File: src/rtl/capture_ctrl_pkg.sv
// Shared definitions for capture_ctrl: FSM state encoding, register map, CSR/STATUS bit positions.
// Pure declarations; no logic, no latency, no flow control.
package capture_ctrl_pkg;

    typedef enum logic [2:0] {
        S_IDLE     = 3'd0,
        S_ARM      = 3'd1,
        S_WAIT_CLR = 3'd2,
        S_WAIT_RDY = 3'd3,
        S_DONE     = 3'd4,
        S_HOLD     = 3'd5
    } cap_state_t;

    localparam logic [1:0] ADR_CSR     = 2'd0;
    localparam logic [1:0] ADR_STATUS  = 2'd1;
    localparam logic [1:0] ADR_COUNT   = 2'd2;
    localparam logic [1:0] ADR_TIMEOUT = 2'd3;

    localparam int CSR_START     = 0;
    localparam int CSR_AUTO      = 1;
    localparam int CSR_IRQ_EN    = 2;
    localparam int CSR_ABORT     = 3;
    localparam int CSR_STATE_LSB = 4;
    localparam int CSR_BUSY      = 8;

    localparam int ST_DONE  = 0;
    localparam int ST_TMO   = 1;
    localparam int ST_READY = 2;

    localparam int COUNT_W = 16;

endpackage

File: src/rtl/capture_ctrl_if.sv
// Wishbone classic slave bus for the capture_ctrl register window.
// Latency and backpressure are defined by the slave: one ack cycle per access.
interface capture_ctrl_if;
    logic [1:0]  wb_adr;
    logic        wb_cyc;
    logic        wb_stb;
    logic        wb_we;
    logic [3:0]  wb_sel;
    logic [31:0] wb_dat_i;
    logic [31:0] wb_dat_o;
    logic        wb_ack;

    modport master (
        output wb_adr, wb_cyc, wb_stb, wb_we, wb_sel, wb_dat_i,
        input  wb_dat_o, wb_ack
    );

    modport slave (
        input  wb_adr, wb_cyc, wb_stb, wb_we, wb_sel, wb_dat_i,
        output wb_dat_o, wb_ack
    );
endinterface

File: src/rtl/capture_ctrl_sync.sv
// Two-flop synchronizer for a single asynchronous level, reset to 0.
// Latency: 2 clk cycles; no backpressure.
module capctrl_sync (
    input  logic clk,
    input  logic rst,
    input  logic d,
    output logic q
);
    logic [1:0] ff;

    always_ff @(posedge clk) begin
        if (rst) ff <= 2'b00;
        else     ff <= {ff[0], d};
    end

    assign q = ff[1];
endmodule

File: src/rtl/capture_ctrl.sv
// Capture RAM sequencer: arms cntrl_run, tracks cntrl_ready, counts captures, raises irq.
// Bus access acks one cycle after acceptance; no wait states. Optional timeout: CAPCTRL_TIMEOUT_EN.
module capture_ctrl
    import capture_ctrl_pkg::*;
#(
    parameter int RUN_LEN = 4,
    parameter int TMO_W   = 24
) (
    input  logic           wb_clk,
    input  logic           wb_rst,
    capture_ctrl_if.slave  wb,
    input  logic           cntrl_ready,
    output logic           cntrl_run,
    output logic           busy,
    output logic           irq
);
    localparam int RC_W = $clog2(RUN_LEN + 1);
    localparam logic [RC_W-1:0] RUN_LAST = RC_W'(RUN_LEN - 1);

    cap_state_t         state;
    logic [RC_W-1:0]    run_cnt;
    logic               ready_s;
    logic               auto_en;
    logic               irq_en;
    logic               done_flag;
    logic               tmo_flag;
    logic [COUNT_W-1:0] count;
    logic               tmo_hit;
    logic [31:0]        timeout_rd;
    logic [31:0]        rd_dat;

    logic acc, wr, wr_csr, wr_status, wr_count, start_req, abort_req;

    assign acc       = wb.wb_cyc & wb.wb_stb & ~wb.wb_ack;
    assign wr        = acc & wb.wb_we;
    assign wr_csr    = wr && (wb.wb_adr == ADR_CSR);
    assign wr_status = wr && (wb.wb_adr == ADR_STATUS);
    assign wr_count  = wr && (wb.wb_adr == ADR_COUNT);
    assign start_req = wr_csr & wb.wb_sel[0] & wb.wb_dat_i[CSR_START];
    assign abort_req = wr_csr & wb.wb_sel[0] & wb.wb_dat_i[CSR_ABORT];

    logic unused_bus;
    assign unused_bus = ^{wb.wb_dat_i, wb.wb_sel};

    capctrl_sync u_sync (
        .clk (wb_clk),
        .rst (wb_rst),
        .d   (cntrl_ready),
        .q   (ready_s)
    );

`ifdef CAPCTRL_TIMEOUT_EN
    logic [TMO_W-1:0] timeout_r;
    logic [TMO_W-1:0] tmo_cnt;

    assign tmo_hit = ((state == S_WAIT_CLR) || (state == S_WAIT_RDY)) &&
                     (timeout_r != '0) && (tmo_cnt == timeout_r);
    assign timeout_rd = 32'(timeout_r);

    // Counter is held at zero while arming, so it starts fresh on entry to WAIT_CLR.
    always_ff @(posedge wb_clk) begin
        if (wb_rst) begin
            tmo_cnt   <= '0;
            timeout_r <= '0;
        end else begin
            if (state == S_ARM)
                tmo_cnt <= '0;
            else if ((state == S_WAIT_CLR) || (state == S_WAIT_RDY))
                tmo_cnt <= tmo_cnt + 1'b1;
            if (wr && (wb.wb_adr == ADR_TIMEOUT)) begin
                for (int i = 0; i < TMO_W; i++)
                    if (wb.wb_sel[i/8]) timeout_r[i] <= wb.wb_dat_i[i];
            end
        end
    end
`else
    assign tmo_hit    = 1'b0;
    assign timeout_rd = 32'd0;
`endif

    always_ff @(posedge wb_clk) begin
        if (wb_rst) begin
            state     <= S_IDLE;
            cntrl_run <= 1'b0;
            run_cnt   <= '0;
        end else if (abort_req) begin
            state     <= S_IDLE;
            cntrl_run <= 1'b0;
        end else begin
            case (state)
                S_IDLE: if (start_req) begin
                    state     <= S_ARM;
                    cntrl_run <= 1'b1;
                    run_cnt   <= '0;
                end
                S_ARM: if (run_cnt == RUN_LAST) begin
                    state     <= S_WAIT_CLR;
                    cntrl_run <= 1'b0;
                end else begin
                    run_cnt <= run_cnt + 1'b1;
                end
                S_WAIT_CLR: if (tmo_hit)       state <= S_IDLE;
                            else if (!ready_s) state <= S_WAIT_RDY;
                S_WAIT_RDY: if (tmo_hit)       state <= S_IDLE;
                            else if (ready_s)  state <= S_DONE;
                S_DONE:     state <= auto_en ? S_HOLD : S_IDLE;
                // Re-arm only once software has consumed the previous buffer.
                S_HOLD: if (!auto_en) begin
                    state <= S_IDLE;
                end else if (!done_flag) begin
                    state     <= S_ARM;
                    cntrl_run <= 1'b1;
                    run_cnt   <= '0;
                end
                default: begin
                    state     <= S_IDLE;
                    cntrl_run <= 1'b0;
                end
            endcase
        end
    end

    always_ff @(posedge wb_clk) begin
        if (wb_rst) begin
            auto_en   <= 1'b0;
            irq_en    <= 1'b0;
            done_flag <= 1'b0;
            tmo_flag  <= 1'b0;
            count     <= '0;
        end else begin
            if (wr_csr && wb.wb_sel[0]) begin
                auto_en <= wb.wb_dat_i[CSR_AUTO];
                irq_en  <= wb.wb_dat_i[CSR_IRQ_EN];
            end
            if (state == S_DONE)
                done_flag <= 1'b1;
            else if (wr_status && wb.wb_sel[0] && wb.wb_dat_i[ST_DONE])
                done_flag <= 1'b0;
            if (tmo_hit && !abort_req)
                tmo_flag <= 1'b1;
            else if (wr_status && wb.wb_sel[0] && wb.wb_dat_i[ST_TMO])
                tmo_flag <= 1'b0;
            if (wr_count)
                count <= '0;
            else if ((state == S_DONE) && (count != {COUNT_W{1'b1}}))
                count <= count + 1'b1;
        end
    end

    always_comb begin
        rd_dat = 32'd0;
        case (wb.wb_adr)
            ADR_CSR: begin
                rd_dat[CSR_AUTO]                    = auto_en;
                rd_dat[CSR_IRQ_EN]                  = irq_en;
                rd_dat[CSR_STATE_LSB +: 3]          = state;
                rd_dat[CSR_BUSY]                    = busy;
            end
            ADR_STATUS: begin
                rd_dat[ST_DONE]  = done_flag;
                rd_dat[ST_TMO]   = tmo_flag;
                rd_dat[ST_READY] = ready_s;
            end
            ADR_COUNT:   rd_dat = 32'(count);
            default:     rd_dat = timeout_rd;
        endcase
    end

    always_ff @(posedge wb_clk) begin
        if (wb_rst) begin
            wb.wb_ack   <= 1'b0;
            wb.wb_dat_o <= 32'd0;
        end else begin
            wb.wb_ack <= acc;
            if (acc) wb.wb_dat_o <= rd_dat;
        end
    end

    assign busy = (state != S_IDLE);
    assign irq  = irq_en & (done_flag | tmo_flag);

endmodule

File: src/flat_wrapper.sv
// flat-port wrapper written by rule: the top's interface ports become plain ports
module capture_ctrl_flat import capture_ctrl_pkg::*;
#(
    parameter int RUN_LEN = 4,
    parameter int TMO_W   = 24
)
  (wb_clk, wb_rst, cntrl_ready, cntrl_run, busy, irq, wb_wb_adr, wb_wb_cyc, wb_wb_stb, wb_wb_we, wb_wb_sel, wb_wb_dat_i, wb_wb_dat_o, wb_wb_ack);
  capture_ctrl_if wb_i ();
  input  logic wb_clk;
  input  logic wb_rst;
  input  logic cntrl_ready;
  output logic cntrl_run;
  output logic busy;
  output logic irq;
  input wire logic [$bits(wb_i.wb_adr)-1:0] wb_wb_adr;
  input wire logic [$bits(wb_i.wb_cyc)-1:0] wb_wb_cyc;
  input wire logic [$bits(wb_i.wb_stb)-1:0] wb_wb_stb;
  input wire logic [$bits(wb_i.wb_we)-1:0] wb_wb_we;
  input wire logic [$bits(wb_i.wb_sel)-1:0] wb_wb_sel;
  input wire logic [$bits(wb_i.wb_dat_i)-1:0] wb_wb_dat_i;
  output wire logic [$bits(wb_i.wb_dat_o)-1:0] wb_wb_dat_o;
  output wire logic [$bits(wb_i.wb_ack)-1:0] wb_wb_ack;
  assign wb_i.wb_adr = wb_wb_adr;
  assign wb_i.wb_cyc = wb_wb_cyc;
  assign wb_i.wb_stb = wb_wb_stb;
  assign wb_i.wb_we = wb_wb_we;
  assign wb_i.wb_sel = wb_wb_sel;
  assign wb_i.wb_dat_i = wb_wb_dat_i;
  assign wb_wb_dat_o = wb_i.wb_dat_o;
  assign wb_wb_ack = wb_i.wb_ack;
  capture_ctrl #(.RUN_LEN(RUN_LEN), .TMO_W(TMO_W)) u_core (.wb_clk(wb_clk), .wb_rst(wb_rst), .wb(wb_i), .cntrl_ready(cntrl_ready), .cntrl_run(cntrl_run), .busy(busy), .irq(irq));
endmodule
File: config.mk
export PLATFORM = sky130hd
export DESIGN_NAME = capture_ctrl_flat
export DESIGN_NICKNAME = d
export VERILOG_FILES = /design/src/rtl/capture_ctrl_pkg.sv /design/src/rtl/capture_ctrl_if.sv /design/src/rtl/capture_ctrl_sync.sv /design/src/rtl/capture_ctrl.sv /design/src/flat_wrapper.sv
export SDC_FILE = /design/constraint.sdc
export NUM_CORES = 1
export LEC_CHECK = 0
export BUFFER_PORTS_ARGS = -buffer_cell sky130_fd_sc_hd__buf_2
export CAP_MARGIN = 10
export CORE_UTILIZATION = 53
export CTS_CLUSTER_DIAMETER = 30
export DETAILED_ROUTE_END_ITERATION = 8
export HOLD_SLACK_MARGIN = 0.1
export PLACE_DENSITY = 0.84
export SYNTH_ARGS = -nofsm -noshare
export SYNTH_HDL_FRONTEND = slang
export SYNTH_SLANG_ARGS = --single-unit
File: constraint.sdc
create_clock -name wb_clk -period 6.3 [get_ports wb_clk]
set_clock_uncertainty 0.2 [all_clocks]
set_input_delay 1.26 -clock wb_clk [delete_from_list [all_inputs] [get_ports wb_clk]]
set_output_delay 1.26 -clock wb_clk [all_outputs]
set_load 0.05 [all_outputs]
==> impl_metrics.json, run 1 <==
{
  "hold_path_class": "register to register",
  "syn_area_mm2": 0.00229,
  "worst_slew_pin_slew_ns": 0.661,
  "clkSinkCount": 45,
  "holdPathStages": 1,
  "path_buf_inv": 2,
  "startpoint": "wb_wb_adr[0]",
  "cts_buffer_depth": 2,
  "slew_violations": 0,
  "ioPinCount": 80,
  "powerDensity_mw_per_mm2": 233,
  "wl_per_cell_um": 13.4,
  "status": "completed",
  "end_kind": "register",
  "p_leak_nw": 0.930,
  "r2r_cells": 5,
  "routed_wl_mm": 4.65,
  "synth_cells": 274,
  "yosysSeqAreaShare": 0.393,
  "fin_nets": 347,
  "ir_drop_v": 0.000160,
  "place_inst": 339,
  "syn2layout_area_growth_pct": 8.96,
  "final_layout_size_suffix_gt1_frac": 0.165,
  "clk_latency_ns": 0.30,
  "final_cells": 347,
  "synthFlopType": "dfxtp_1",
  "rows": 23,
  "cts-root-buf": "clkbuf_8",
  "finalSetupTns_ns": 0,
  "viasPerCell": 5.57,
  "cp.required_ns": 6.29,
  "grt_usage": 0.219,
  "cp_cell_sequence": "buf_2, inv_1, ha_1, nand4_1, a221o_1, a311o_1, mux2_1",
  "cts_setup_buffers": 0,
  "drv_cap": 0,
  "overflow": 0,
  "place.gp.congestion": 0.846,
  "cts_tree": "built",
  "ys_async_sr_fraction": 0,
  "io_buffer_count": 32,
  "slowest_delay_ns": 0.44,
  "drtIter0Drc": 84,
  "hold_start": "u_core.u_sync.ff[0]",
  "dp_hpwl_mm": 3.30,
  "first_pass_iters": 4,
  "criticalPathCategory": "primary input to register",
  "syn_avg_cell_area_um2": 8.36,
  "cts-buffers-inserted": 5,
  "hold_buffers": 0,
  "antenna_found_initial": 0,
  "grt_pass1_wl_mm": 7.40,
  "rsz0062_at_grt": "no",
  "maxSlewHeadroom": 0.557,
  "fin_hold_ws_ns": 0.243,
  "route.detailed.drc": 0,
  "ant_nets": 0,
  "synth_edf_count": 0,
  "diodes": 0,
  "finalHoldViolCount": 0,
  "setup_viol": 0,
  "path_max_fanout": 12,
  "design.core.area_mm2": 0.00409,
  "clock.fmax_mhz": 308,
  "synth-seq-cells": 45,
  "grt_max_degree": 30,
  "post_cts_resize_count": 0,
  "worstSetupStartpointType": "primary input",
  "reg2reg_from": "u_core.state[2]",
  "route.vias.total": 1932,
  "initial_utilization": 0.560,
  "dieHeight_um": 67.7,
  "worstSetupPathDepth": 7,
  "htreeDepth": 2,
  "die_area_mm2": 0.00459,
  "worst_path_dominant_cell_family": "compound AO/OA/AOI/OAI gates",
  "dieWidth_um": 67.7,
  "finalCritPeriodShare": 0.515,
  "grt_pass1_vias": 1642,
  "final.fill_count": 363,
  "period_needed_ns": 3.24,
  "ys_types": 46,
  "crit_slowest_cell": "ha_1",
  "synth_warnings": 0,
  "clkTransAtPathRegs_ns": 0.09,
  "crit_arrival_ns": 3.23
}
cell families after synthesis:
family          share of synthesized area
mux                                0.0142
flops                               0.393
compound gates                      0.127
fa+ha+maj                          0.0382
buf+inv                            0.0956
other cells                       0.00164
simple gates                        0.280
xor+xnor                           0.0497
layout by cell type (no fill, tap or decap), types with 3 or more instances in the layout:
| cell | synthesis | final |
|---|---|---|
| dfxtp_1 | 45 | 45 |
| nand3_1 | 19 | 19 |
| a21oi_1 | 22 | 22 |
| nor2b_1 | 6 | 6 |
| nand2_1 | 21 | 21 |
| and2_1 | 3 | 3 |
| o21ai_0 | 4 | 4 |
| inv_1 | 8 | 8 |
| nor2_1 | 29 | 29 |
| clkbuf_8 | 0 | 5 |
| nor3_1 | 13 | 13 |
| ha_1 | 7 | 7 |
| nand4_1 | 6 | 6 |
| nor4_1 | 3 | 3 |
| xnor2_1 | 13 | 13 |
| conb_1 | 1 | 16 |
| a221oi_1 | 5 | 5 |
| nor4_2 | 4 | 4 |
| buf_2 | 1 | 32 |
sequential cells by signal, summed over array words and instances (netlist names):
name                count
u_core.irq_en           1
u_core.count           16
u_core.wb.wb_dat_o     16
u_core.done_flag        1
u_core.u_sync.ff        2
u_core.state            3
u_core.run_cnt          3
u_core.wb.wb_ack        1
u_core.auto_en          1
u_core.cntrl_run        1
routing by layer:
| layer | vias up | share of wire | global-route usage |
|---|---|---|---|
| li1 | 973 | - | - |
| met1 | 902 | 0.47 | 0.279 |
| met2 | 52 | 0.47 | 0.344 |
| met3 | 5 | 0.045 | 0.0760 |
| met4 | 0 | 0.0082 | 0.0665 |
| met5 | - | 0 | 0 |
through the flow:
stage / worst slack [ns] / total power [mW] / area [um2] / util
6_report: 3.06 / 0.582 / 2490 / 0.611
5_1_grt: 3.02 / 0.605 / 2490 / 0.611
3_5_place_dp: 2.83 / 0.369 / 2380 / 0.582
2_1_floorplan: 3.38 / 0.364 / 2350 / -
4_1_cts: 3.10 / 0.588 / 2490 / 0.611
3_3_place_gp: 2.87 / 0.368 / 2380 / 0.582
power by group:
group	switching (mW)	total (mW)	leakage, nW	internal, mW
logic	0.0551	0.0701	0.511	0.0150
registers	0.00434	0.293	0.364	0.288
clock network	0.101	0.219	0.0543	0.119
path summary, 6_finish.rpt:
kind	to	slack, ns
setup / recovery	u_core.run_cnt[2]	3.06
hold / removal	u_core.u_sync.ff[1]	0.24
setup reg to reg	u_core.count[11]	3.87
hold reg to reg	u_core.u_sync.ff[1]	0.24
synth_stat cells, drive strengths merged, types with 2 or more instances:
master / number / area share
dfxtp: 45 / 0.39
nor2: 29 / 0.048
a21oi: 22 / 0.048
nand2: 21 / 0.034
nand3: 19 / 0.042
buf: 18 / 0.060
clkbuf: 14 / 0.023
nor3: 14 / 0.033
xnor2: 13 / 0.050
inv: 8 / 0.013
nor4: 8 / 0.039
ha: 7 / 0.038
nand4: 6 / 0.016
nor2b: 6 / 0.016
a221oi: 5 / 0.019
o21ai: 4 / 0.0087
and2: 3 / 0.0082
a22o: 2 / 0.0077
a31o: 2 / 0.0077
a31oi: 2 / 0.0055
and3: 2 / 0.0055
mux2: 2 / 0.0098
nand2b: 2 / 0.0055
o21a: 2 / 0.0066
or2: 2 / 0.0055
or3: 2 / 0.0055
layout make-up:
| cell class | instances | area [um2] | share of cell area |
|---|---|---|---|
| Inverter | 8 | 30.0 | 0.0120 |
| Sequential cell | 45 | 901 | 0.361 |
| Tap cell | 50 | 62.6 | 0.0251 |
| Timing Repair Buffer | 32 | 160 | 0.0642 |
| Clock inverter | 3 | 46.3 | 0.0186 |
| Multi-Input combinational cell | 204 | 1230 | 0.491 |
| Clock buffer | 5 | 68.8 | 0.0276 |
(Power assumes the default switching activity.)
==> run 2: changes to the inputs <==
--- a/config.mk
+++ b/config.mk
@@ -7,11 +7,11 @@
 export LEC_CHECK = 0
 export BUFFER_PORTS_ARGS = -buffer_cell sky130_fd_sc_hd__buf_2
 export CAP_MARGIN = 10
-export CORE_UTILIZATION = 53
+export CORE_UTILIZATION = 50
 export CTS_CLUSTER_DIAMETER = 30
 export DETAILED_ROUTE_END_ITERATION = 8
 export HOLD_SLACK_MARGIN = 0.1
-export PLACE_DENSITY = 0.84
+export PLACE_DENSITY = 0.8
 export SYNTH_ARGS = -nofsm -noshare
 export SYNTH_HDL_FRONTEND = slang
 export SYNTH_SLANG_ARGS = --single-unit
==> constraint.sdc (replaced) <==
create_clock -name wb_clk -period 3.3 [get_ports wb_clk]
set_clock_uncertainty 0.2 [all_clocks]
set_input_delay 0.66 -clock wb_clk [delete_from_list [all_inputs] [get_ports wb_clk]]
set_output_delay 0.66 -clock wb_clk [all_outputs]
set_load 0.05 [all_outputs]
==> impl_metrics.json, run 2 (same netlist as run 1, synthesis figures left out) <==
{
  "status": "completed",
  "cp.required_ns": 3.29,
  "ioPinCount": 80,
  "place.gp.congestion": 0.896,
  "finalSetupTns_ns": 0,
  "rows": 24,
  "final_layout_size_suffix_gt1_frac": 0.171,
  "routed_wl_mm": 4.69,
  "cts-root-buf": "clkbuf_8",
  "hold_start": "u_core.wb.wb_dat_o[15]",
  "wl_met2_mm": 2.36,
  "dieWidth_um": 69.7,
  "setup_viol": 0,
  "route.vias.total": 1940,
  "first_pass_iters": 4,
  "hold_path_class": "register to register",
  "clk_latency_ns": 0.30,
  "antenna_found_initial": 0,
  "ir_drop_v": 0.000234,
  "hold_buffers": 0,
  "rsz0062_at_grt": "no",
  "p_leak_nw": 0.929,
  "holdPathStages": 2,
  "finalCritPeriodShare": 0.779,
  "fin_hold_ws_ns": 0.249,
  "cts_tree": "built",
  "clkSinkCount": 45,
  "clkTransAtPathRegs_ns": 0.09,
  "worstSetupStartpointType": "register",
  "io_buffer_count": 32,
  "reg2reg_from": "u_core.state[2]",
  "r2r_slack_ns": 0.73,
  "initial_utilization": 0.522,
  "finalHoldViolCount": 0,
  "dp_hpwl_mm": 3.38,
  "worst_slew_pin_slew_ns": 0.678,
  "die_area_mm2": 0.00485,
  "cts_setup_buffers": 0,
  "highest_layer": "met4",
  "diodes": 0,
  "end_kind": "register",
  "final_common_cell": "dfxtp_1",
  "grt_max_degree": 30,
  "route.detailed.drc": 0,
  "r2r-end": "u_core.count[11]",
  "top_regs": "u_core.count: 16 flops, u_core.wb.wb_dat_o: 16 flops",
  "fin_nets": 349,
  "grt_pass1_vias": 1810,
  "cts_buffer_depth": 2,
  "grt_usage": 0.204,
  "r2r_cells": 5,
  "crit_arrival_ns": 2.56,
  "criticalPathCategory": "register to register",
  "wl_per_cell_um": 13.3,
  "period_needed_ns": 2.57,
  "most-common-layout-cells": "dfxtp_1, buf_2, nor2_1",
  "drtIter0Drc": 120,
  "cts-buffers-inserted": 5,
  "htreeDepth": 2,
  "dieHeight_um": 69.7,
  "ant_nets": 0,
  "final.fill_count": 419,
  "syn2layout_area_growth_pct": 8.47,
  "drt-met1-wl_mm": 2.07,
  "powerDensity_mw_per_mm2": 417,
  "slew_violations": 0,
  "path_max_fanout": 12,
  "overflow": 0,
  "viasPerCell": 5.53,
  "design.core.area_mm2": 0.00438,
  "startpoint": "u_core.state[2]",
  "maxSlewHeadroom": 0.546,
  "dr_wl_met3_um": 196,
  "grt_pass1_wl_mm": 8.01,
  "post_cts_resize_count": 0,
  "min_delay_worst_endpoint": "u_core.wb.wb_dat_o[15]",
  "clock.fmax_mhz": 389,
  "drv_cap": 0
}
## run 2: cell types whose count changed in the layout (fill, tap and decap cells not counted)
cell       change
clkinv_4       -1
clkinv_2       +2
buf_4          +2
bufinv_16      -1
## run 2: layer usage
| metal | vias up | GRT usage |
|---|---|---|
| met1 | 899 | 0.249 |
| met4 | 0 | 0.0844 |
| met2 | 57 | 0.350 |
| met5 | - | 0 |
| met3 | 9 | 0.0422 |
| li1 | 975 | - |
## run 2: power by group
group / switching (mW) / internal, mW
Clock: 0.193 / 0.146
Combinational: 0.106 / 0.0300
Sequential: 0.00829 / 0.551
Total: 0.308 / 0.727
## run 2: cell type report
class / instances / area [um2] / share of cell area
Multi-Input combinational cell: 204 / 1230 / 0.494
Inverter: 8 / 30.0 / 0.0121
Timing Repair Buffer: 34 / 175 / 0.0705
Tap cell: 52 / 65.1 / 0.0262
Clock inverter: 3 / 17.5 / 0.00705
Clock buffer: 5 / 68.8 / 0.0277
Sequential cell: 45 / 901 / 0.363
## run 2: how the worst max path moves through the flow
stage                              endpoint  slack [ns]
final                      u_core.count[11]        0.73
after floorplan           u_core.run_cnt[0]        0.98
after detailed placement  u_core.run_cnt[2]        0.71
after CTS                  u_core.count[11]        0.77
after global placement    u_core.run_cnt[2]        0.72
after global routing       u_core.count[11]        0.60
## run 2: through the flow
step / total power, mW / area, um2 / utilization / worst slack [ns] / instances
after floorplan: 0.694 / 2350 / - / 0.983 / 289
after global placement: 0.705 / 2400 / 0.547 / 0.722 / 343
after detailed placement: 0.707 / 2400 / 0.547 / 0.707 / 343
after CTS: 1.04 / 2480 / 0.566 / 0.774 / 351
after global routing: 1.07 / 2480 / 0.566 / 0.599 / 351
final: 1.03 / 2480 / 0.566 / 0.728 / 351
## run 2: worst max-delay path: stages (launching register included)
cell	delay [ns]
dfxtp_1	0.54
or3b_1	0.56
or2_0	0.48
nor4_2	0.45
xnor2_1	0.17
nor2_1	0.06
